**config.mk**
```make
export PLATFORM = sky130hd
export DESIGN_NAME = acc_sched
export DESIGN_NICKNAME = d
export VERILOG_FILES = /design/src/rtl/acc_pkg.sv /design/src/rtl/rr_arbiter.sv /design/src/rtl/acc_sched.sv
export SDC_FILE = /design/constraint.sdc
export NUM_CORES = 1
export LEC_CHECK = 0
export ABC_AREA = 1
export BUFFER_PORTS_ARGS = -buffer_cell sky130_fd_sc_hd__buf_4
export CAP_MARGIN = 20
export CORE_ASPECT_RATIO = 1.25
export CORE_MARGIN = 4
export CORE_UTILIZATION = 47
export DETAILED_ROUTE_END_ITERATION = 7
export GPL_TIMING_DRIVEN = 0
export PLACE_DENSITY = 0.79
export SLEW_MARGIN = 10
export SYNTH_ARGS = -nofsm -noshare
export SYNTH_HDL_FRONTEND = slang
export SYNTH_HIERARCHICAL = 1
export SYNTH_SLANG_ARGS = --single-unit
```
**constraint.sdc**
```tcl
create_clock -name clk -period 2.05 [get_ports clk]
set_input_delay 0.41 -clock clk [delete_from_list [all_inputs] [get_ports clk]]
set_output_delay 0.41 -clock clk [all_outputs]
set_load 0.02 [all_outputs]
```
**src/rtl/acc_pkg.sv**
```systemverilog
`default_nettype none
// ============================================================================
// Module      : acc_pkg
// Description : Shared types and default sizing for the accumulator
//               scheduler (acc_sched) and its round-robin arbiter.
// Contents    : state_t   - scheduler FSM state encoding
//               c_DEF_*   - default N_REQ / WIDTH / CNT_W values
//               idx_w()   - index width for an N-entry vector (min 1 bit)
// Revision    : 1.0 - initial release
// ============================================================================
package acc_pkg;

    localparam int c_DEF_N_REQ = 4;
    localparam int c_DEF_WIDTH = 16;
    localparam int c_DEF_CNT_W = 8;

    typedef enum logic [1:0] {
        S_IDLE   = 2'd0,
        S_STREAM = 2'd1,
        S_DRAIN  = 2'd2,
        S_RESP   = 2'd3
    } state_t;

    // A single-requester build still needs a 1-bit id field.
    function automatic int idx_w(input int n);
        return (n > 1) ? $clog2(n) : 1;
    endfunction

endpackage
`default_nettype wire

```
**src/rtl/rr_arbiter.sv**
```systemverilog
`default_nettype none
// ============================================================================
// Module      : rr_arbiter
// Description : Combinational round-robin arbiter. Search starts at the
//               requester after i_last_grant and wraps around.
// Ports       : i_req        - request vector
//               i_last_grant - index of the most recently served requester
//               o_grant_oh   - one-hot grant
//               o_grant_idx  - binary grant index
//               o_grant_vld  - at least one request present
// Revision    : 1.0 - initial release
// ============================================================================
module rr_arbiter #(
    parameter int N_REQ = 4,
    parameter int IDX_W = 2
) (
    input  logic [N_REQ-1:0] i_req,
    input  logic [IDX_W-1:0] i_last_grant,
    output logic [N_REQ-1:0] o_grant_oh,
    output logic [IDX_W-1:0] o_grant_idx,
    output logic             o_grant_vld
);

    logic [IDX_W-1:0] w_cand;

    always_comb begin
        o_grant_oh  = '0;
        o_grant_idx = '0;
        o_grant_vld = 1'b0;
        w_cand      = '0;
        // Offset 1..N_REQ so the last winner is considered last.
        for (int k = 1; k <= N_REQ; k++) begin
            w_cand = IDX_W'((int'(i_last_grant) + k) % N_REQ);
            if (!o_grant_vld && i_req[w_cand]) begin
                o_grant_vld        = 1'b1;
                o_grant_idx        = w_cand;
                o_grant_oh[w_cand] = 1'b1;
            end
        end
    end

endmodule
`default_nettype wire

```
**src/rtl/acc_sched.sv**
```systemverilog
`default_nettype none
// ============================================================================
// Module      : acc_sched
// Description : Shares one external registered accumulator among N_REQ
//               packet streams. One packet owns the accumulator at a time;
//               its sum is recovered as (acc_sum - base) so the accumulator
//               never needs clearing and wrap-around is harmless.
// Ports       : clk, rst (async, active-low)
//               req_valid/req_data/req_last/req_ready - per-requester beats
//               acc_in  - accumulator input, acc_sum - accumulator output
//               res_valid/res_ready/res_id/res_sum/res_beats - result
// Revision    : 1.0 - initial release
// ============================================================================
module acc_sched
    import acc_pkg::*;
#(
    parameter int  N_REQ = c_DEF_N_REQ,
    parameter int  WIDTH = c_DEF_WIDTH,
    parameter int  CNT_W = c_DEF_CNT_W,
    localparam int ID_W  = idx_w(N_REQ)
) (
    input  logic                   clk,
    input  logic                   rst,
    input  logic [N_REQ-1:0]       req_valid,
    input  logic [N_REQ*WIDTH-1:0] req_data,
    input  logic [N_REQ-1:0]       req_last,
    output logic [N_REQ-1:0]       req_ready,
    output logic [WIDTH-1:0]       acc_in,
    input  logic [WIDTH-1:0]       acc_sum,
    output logic                   res_valid,
    input  logic                   res_ready,
    output logic [ID_W-1:0]        res_id,
    output logic [WIDTH-1:0]       res_sum,
    output logic [CNT_W-1:0]       res_beats
);

    state_t             r_state;
    state_t             w_state_nxt;
    logic [ID_W-1:0]    r_grant;
    logic [N_REQ-1:0]   r_grant_oh;
    logic [ID_W-1:0]    r_last_grant;
    logic [WIDTH-1:0]   r_base;
    logic [CNT_W-1:0]   r_count;
    logic [WIDTH-1:0]   r_res_sum;
    logic [ID_W-1:0]    r_res_id;
    logic [CNT_W-1:0]   r_res_beats;

    logic [N_REQ-1:0]   w_arb_oh;
    logic [ID_W-1:0]    w_arb_idx;
    logic               w_arb_vld;
    logic               w_beat_vld;
    logic               w_beat_last;
    logic [WIDTH-1:0]   w_beat_data;
    logic               w_accept;

    rr_arbiter #(
        .N_REQ (N_REQ),
        .IDX_W (ID_W)
    ) u_arb (
        .i_req        (req_valid),
        .i_last_grant (r_last_grant),
        .o_grant_oh   (w_arb_oh),
        .o_grant_idx  (w_arb_idx),
        .o_grant_vld  (w_arb_vld)
    );

    assign w_beat_vld  = req_valid[r_grant];
    assign w_beat_last = req_last[r_grant];
    assign w_beat_data = req_data[int'(r_grant)*WIDTH +: WIDTH];

    // State register
    always_ff @(posedge clk or negedge rst) begin
        if (!rst) begin
            r_state <= S_IDLE;
        end else begin
            r_state <= w_state_nxt;
        end
    end

    // Next state and accumulator/handshake outputs
    always_comb begin
        w_state_nxt = r_state;
        req_ready   = '0;
        acc_in      = '0;
        w_accept    = 1'b0;
        case (r_state)
            S_IDLE: begin
                if (w_arb_vld) begin
                    w_state_nxt = S_STREAM;
                end
            end
            S_STREAM: begin
                req_ready = r_grant_oh;
                if (w_beat_vld) begin
                    acc_in   = w_beat_data;
                    w_accept = 1'b1;
                    if (w_beat_last) begin
                        w_state_nxt = S_DRAIN;
                    end
                end
            end
            // Accumulator is registered: the last beat lands in acc_sum
            // one cycle after acceptance.
            S_DRAIN: begin
                w_state_nxt = S_RESP;
            end
            S_RESP: begin
                if (res_ready) begin
                    w_state_nxt = S_IDLE;
                end
            end
            default: begin
                w_state_nxt = S_IDLE;
            end
        endcase
    end

    // Grant, base capture, beat count and result registers
    always_ff @(posedge clk or negedge rst) begin
        if (!rst) begin
            r_grant      <= '0;
            r_grant_oh   <= '0;
            r_last_grant <= ID_W'(N_REQ - 1);
            r_base       <= '0;
            r_count      <= '0;
            r_res_sum    <= '0;
            r_res_id     <= '0;
            r_res_beats  <= '0;
        end else begin
            if (r_state == S_IDLE && w_arb_vld) begin
                r_grant    <= w_arb_idx;
                r_grant_oh <= w_arb_oh;
                r_base     <= acc_sum;
                r_count    <= '0;
            end
            if (w_accept && (r_count != '1)) begin
                r_count <= r_count + 1'b1;
            end
            if (r_state == S_DRAIN) begin
                r_res_sum   <= acc_sum - r_base;
                r_res_id    <= r_grant;
                r_res_beats <= r_count;
            end
            if (r_state == S_RESP && res_ready) begin
                r_last_grant <= r_grant;
            end
        end
    end

    assign res_valid = (r_state == S_RESP);
    assign res_id    = r_res_id;
    assign res_sum   = r_res_sum;
    assign res_beats = r_res_beats;

endmodule
`default_nettype wire

```
==> results.md <==
- Crit path kind: flip-flop to output pin
- Vias per cell: 5.25
- Core area: around 0.009 mm²
- Clk buf depth: 2
- Cell Pwr Density: between 1500 and 2000 mW/mm²
- Yosys cell types: 36
- # setup viols final: 16
- Final period utilization: 1.08
- Clk root buf: clkbuf_16
- Post-Syn Area: approximately 0.0045 mm²
- Die ar.: between 0.01 and 0.015 mm²
- Maximum Capacitance Violations: 0
- Final ANT Viol Nets: 0
- Clock skew: roughly 0.0042 ns
- Pin slew with the least headroom to its limit: ~0.75 ns
- Violated checks: setup timing
- CP startpoint kind: flip-flop
- First-pass GRT wire length: 20800 µm
- Routed length per instance: 14.8 µm
- Placed inst area: about 0.0057 mm²
- Num CTS Buffers: 9
- Setup TNS Final: -1.85 ns
- Leakage power: roughly 0.0034 µW
- Largest cells by area after synthesis: dfrtp_1, nand2_1, nor2_1
- # clock sinks: 60
- Worst reg2reg path depth: 9
- Post-synth EDFFs: 0
- RSZ-0062 raised after global routing: true
- Number of global-route vias before repair: just under 5000
- Setup WS post-layout: -0.159 ns
- CTS tree: built
- Most used DFF post-synth: dfrtp_1
- Post-route DRC: 0
- Hold Fails Final Rpt: 0
- Synth warn: 6
- # H-tree levels: 3
- Pin count of the biggest net entering global routing: between 60 and 70
- Min Clock Period, post-route: between 2 and 2.5 ns
- Hold Buf Count CTS: 0
- Crit path max fanout: 10
- GRT overflow: 0
- Critical Path AT: between 1.5 and 2 ns
- Post-Syn Nets: about 780
- Clock-pin slew on the worst setup and hold paths: 0.05 ns
- ANT cells: 0
- Worst EP required: 1.64 ns
- IO Port Bufs: ~140
- Cells after synthesis: between 600 and 700
- Sequential element share of the synthesized area: 0.334
- Worst slew margin: 0.502
- Syn-to-layout area delta: 44.1%
- Num ports: roughly 140
- Number of nets in the layout: 952
- Peak supply drop: roughly 0.00081 V
- Final core utilization: 0.700
- Outcome: finished, violations left
- Min-Delay Path Class: input pin to async pin
- Number of synthesized register bits: 60
- Leading area contributor after synthesis: dfrtp_1
- Standard-cell rows: 39
- Share of cells above drive strength 1: 0.310
- Drt total wl: around 14000 µm
- Pre-antenna DRT Iters: 5
- Slew Viols, Final: 0
- X dimension of the die: 95.6 µm
- Top-area cell type share of the netlist area: 0.322
- 1st-iter DRT viols: approximately 240
- CP Capture Type: output pin
- Initial Utilization: 0.486
- Vias: about 5000
- Die height: between 100 and 150 µm
- Overall Global Routing Usage: 0.230
- Initial antenna violation count: 0
- Gpl congestion: roughly 0.9
- DP HPWL: roughly 10000 µm
- FMAX: 0.453 GHz
- Cell area after layout: 0.00649 mm²
- Async SR Flop Fraction: 1.00
- Clk Latency, worst-skew pair: roughly 0.33 ns
- Avg Inst Size Synth: about 7 µm²
- Place WS: -0.554 ns
## area by class of cell
type,instances,area (µm²)
Clock inverter,6,41.3
Inverter,90,354
Multi-Input combinational cell,483,2720
Timing Repair Buffer,166,1330
Sequential cell,60,1510
Fill cell,724,2780
Tap cell,123,154
Clock buffer,10,229
Buffer,21,164
## routing by layer
| metal | wire length (µm) | up-vias | GRT usage |
|---|---|---|---|
| li1 | - | 2452 | - |
| met1 | 5260 | 2297 | 0.232 |
| met2 | 7190 | 230 | 0.431 |
| met3 | 1160 | 51 | 0.0505 |
| met4 | 553 | 0 | 0.108 |
| met5 | 0 | - | 0 |
## stage by stage
stage / hold slack [ns] / power [µW] / instances
finish: 0.144 / 9910 / 959
global route: 0.222 / 10600 / 959
CTS: 0.186 / 9310 / 944
detailed placement: 0.467 / 7460 / 915
global placement: 0.470 / 7290 / 915
floorplan: 0.114 / 5820 / 655
## power by group
part,switching (µW),internal (µW)
Combinational,3950,2630
Sequential,284,1680
Clock,547,814
Total,4780,5120
## logic make-up (layout without fill, tap and decap cells)
group                      Yosys count  in the layout  synth area share
muxes                                5              5            0.0125
adders and majority gates           30             30            0.0850
AOI/OAI and AO/OA                  118            118             0.143
xor gates and xnor gates            10             10            0.0194
buffers and inverters              112            293             0.101
DFF                                 60             60             0.334
and+or+nand+nor                    320            320             0.305
## repair_timing
action,in CTS,in global routing
gates resized for setup,40,52
setup buffers,12,15
endpoints found under the setup margin,47,34
pin swaps,3,10
cloned,1,1
## critical path, stage by stage (launching register included)
cell and delay [ns]:
dfrtp_2 0.40, buf_4 0.13, clkbuf_4 0.21, nor2_1 0.08
nor2_1 0.13, o21ai_0 0.18, a21oi_4 0.20, buf_6 0.14
## flip-flops by register name, indices dropped and copies added (netlist names)
name,cells
r_grant_oh,4
r_state,2
r_last_grant,2
res_id,2
r_count,8
r_base,16
r_grant,2
res_sum,16
res_beats,8
## placed cells by master, fill, tap and decap left out, types with 3 or more instances in the layout
cell	n
buf_4	150
nand2_1	148
nor2_1	97
inv_1	82
dfrtp_1	57
o21ai_0	51
nand3_1	39
a21oi_1	29
ha_1	27
buf_6	18
nand2_2	10
a21oi_4	9
clkbuf_16	9
a21oi_2	8
o22ai_1	7
nand4_1	7
clkbuf_1	6
clkbuf_4	5
xnor2_1	5
mux2_2	5
xor2_1	5
clkbuf_2	4
nand3_2	4
o21ai_1	4
nor3_1	4
clkinvlp_4	4
a21boi_0	4
inv_4	3
o21ai_2	3
nor2_4	3
## worst paths after layout
check                                startpoint            end  slack (ns)
worst max-delay path                 r_grant[0]      acc_in[6]       -0.16
worst min-delay path                        rst    res_sum[12]        0.14
worst max register to register  r_last_grant[1]  r_grant_oh[3]        0.06
worst min register to register       res_sum[6]     res_sum[6]        0.48
max in group asynchronous                   rst     r_grant[0]        1.36
min in group clk                     acc_sum[9]      r_base[9]        0.34
## synthesized netlist by cell type (4+ instances only)
master / count
nand3_1: 39
nand4_1: 7
ha_1: 29
nand3_2: 4
nand2_2: 9
a21oi_1: 42
nor2_1: 99
mux2_2: 5
o22ai_1: 7
inv_1: 84
a21boi_0: 4
nand2_1: 149
nor3_1: 4
dfrtp_1: 58
a21oi_2: 4
clkbuf_1: 12
buf_2: 6
xnor2_1: 5
xor2_1: 5
o21ai_0: 58
Power figures use the tool's default switching activity.
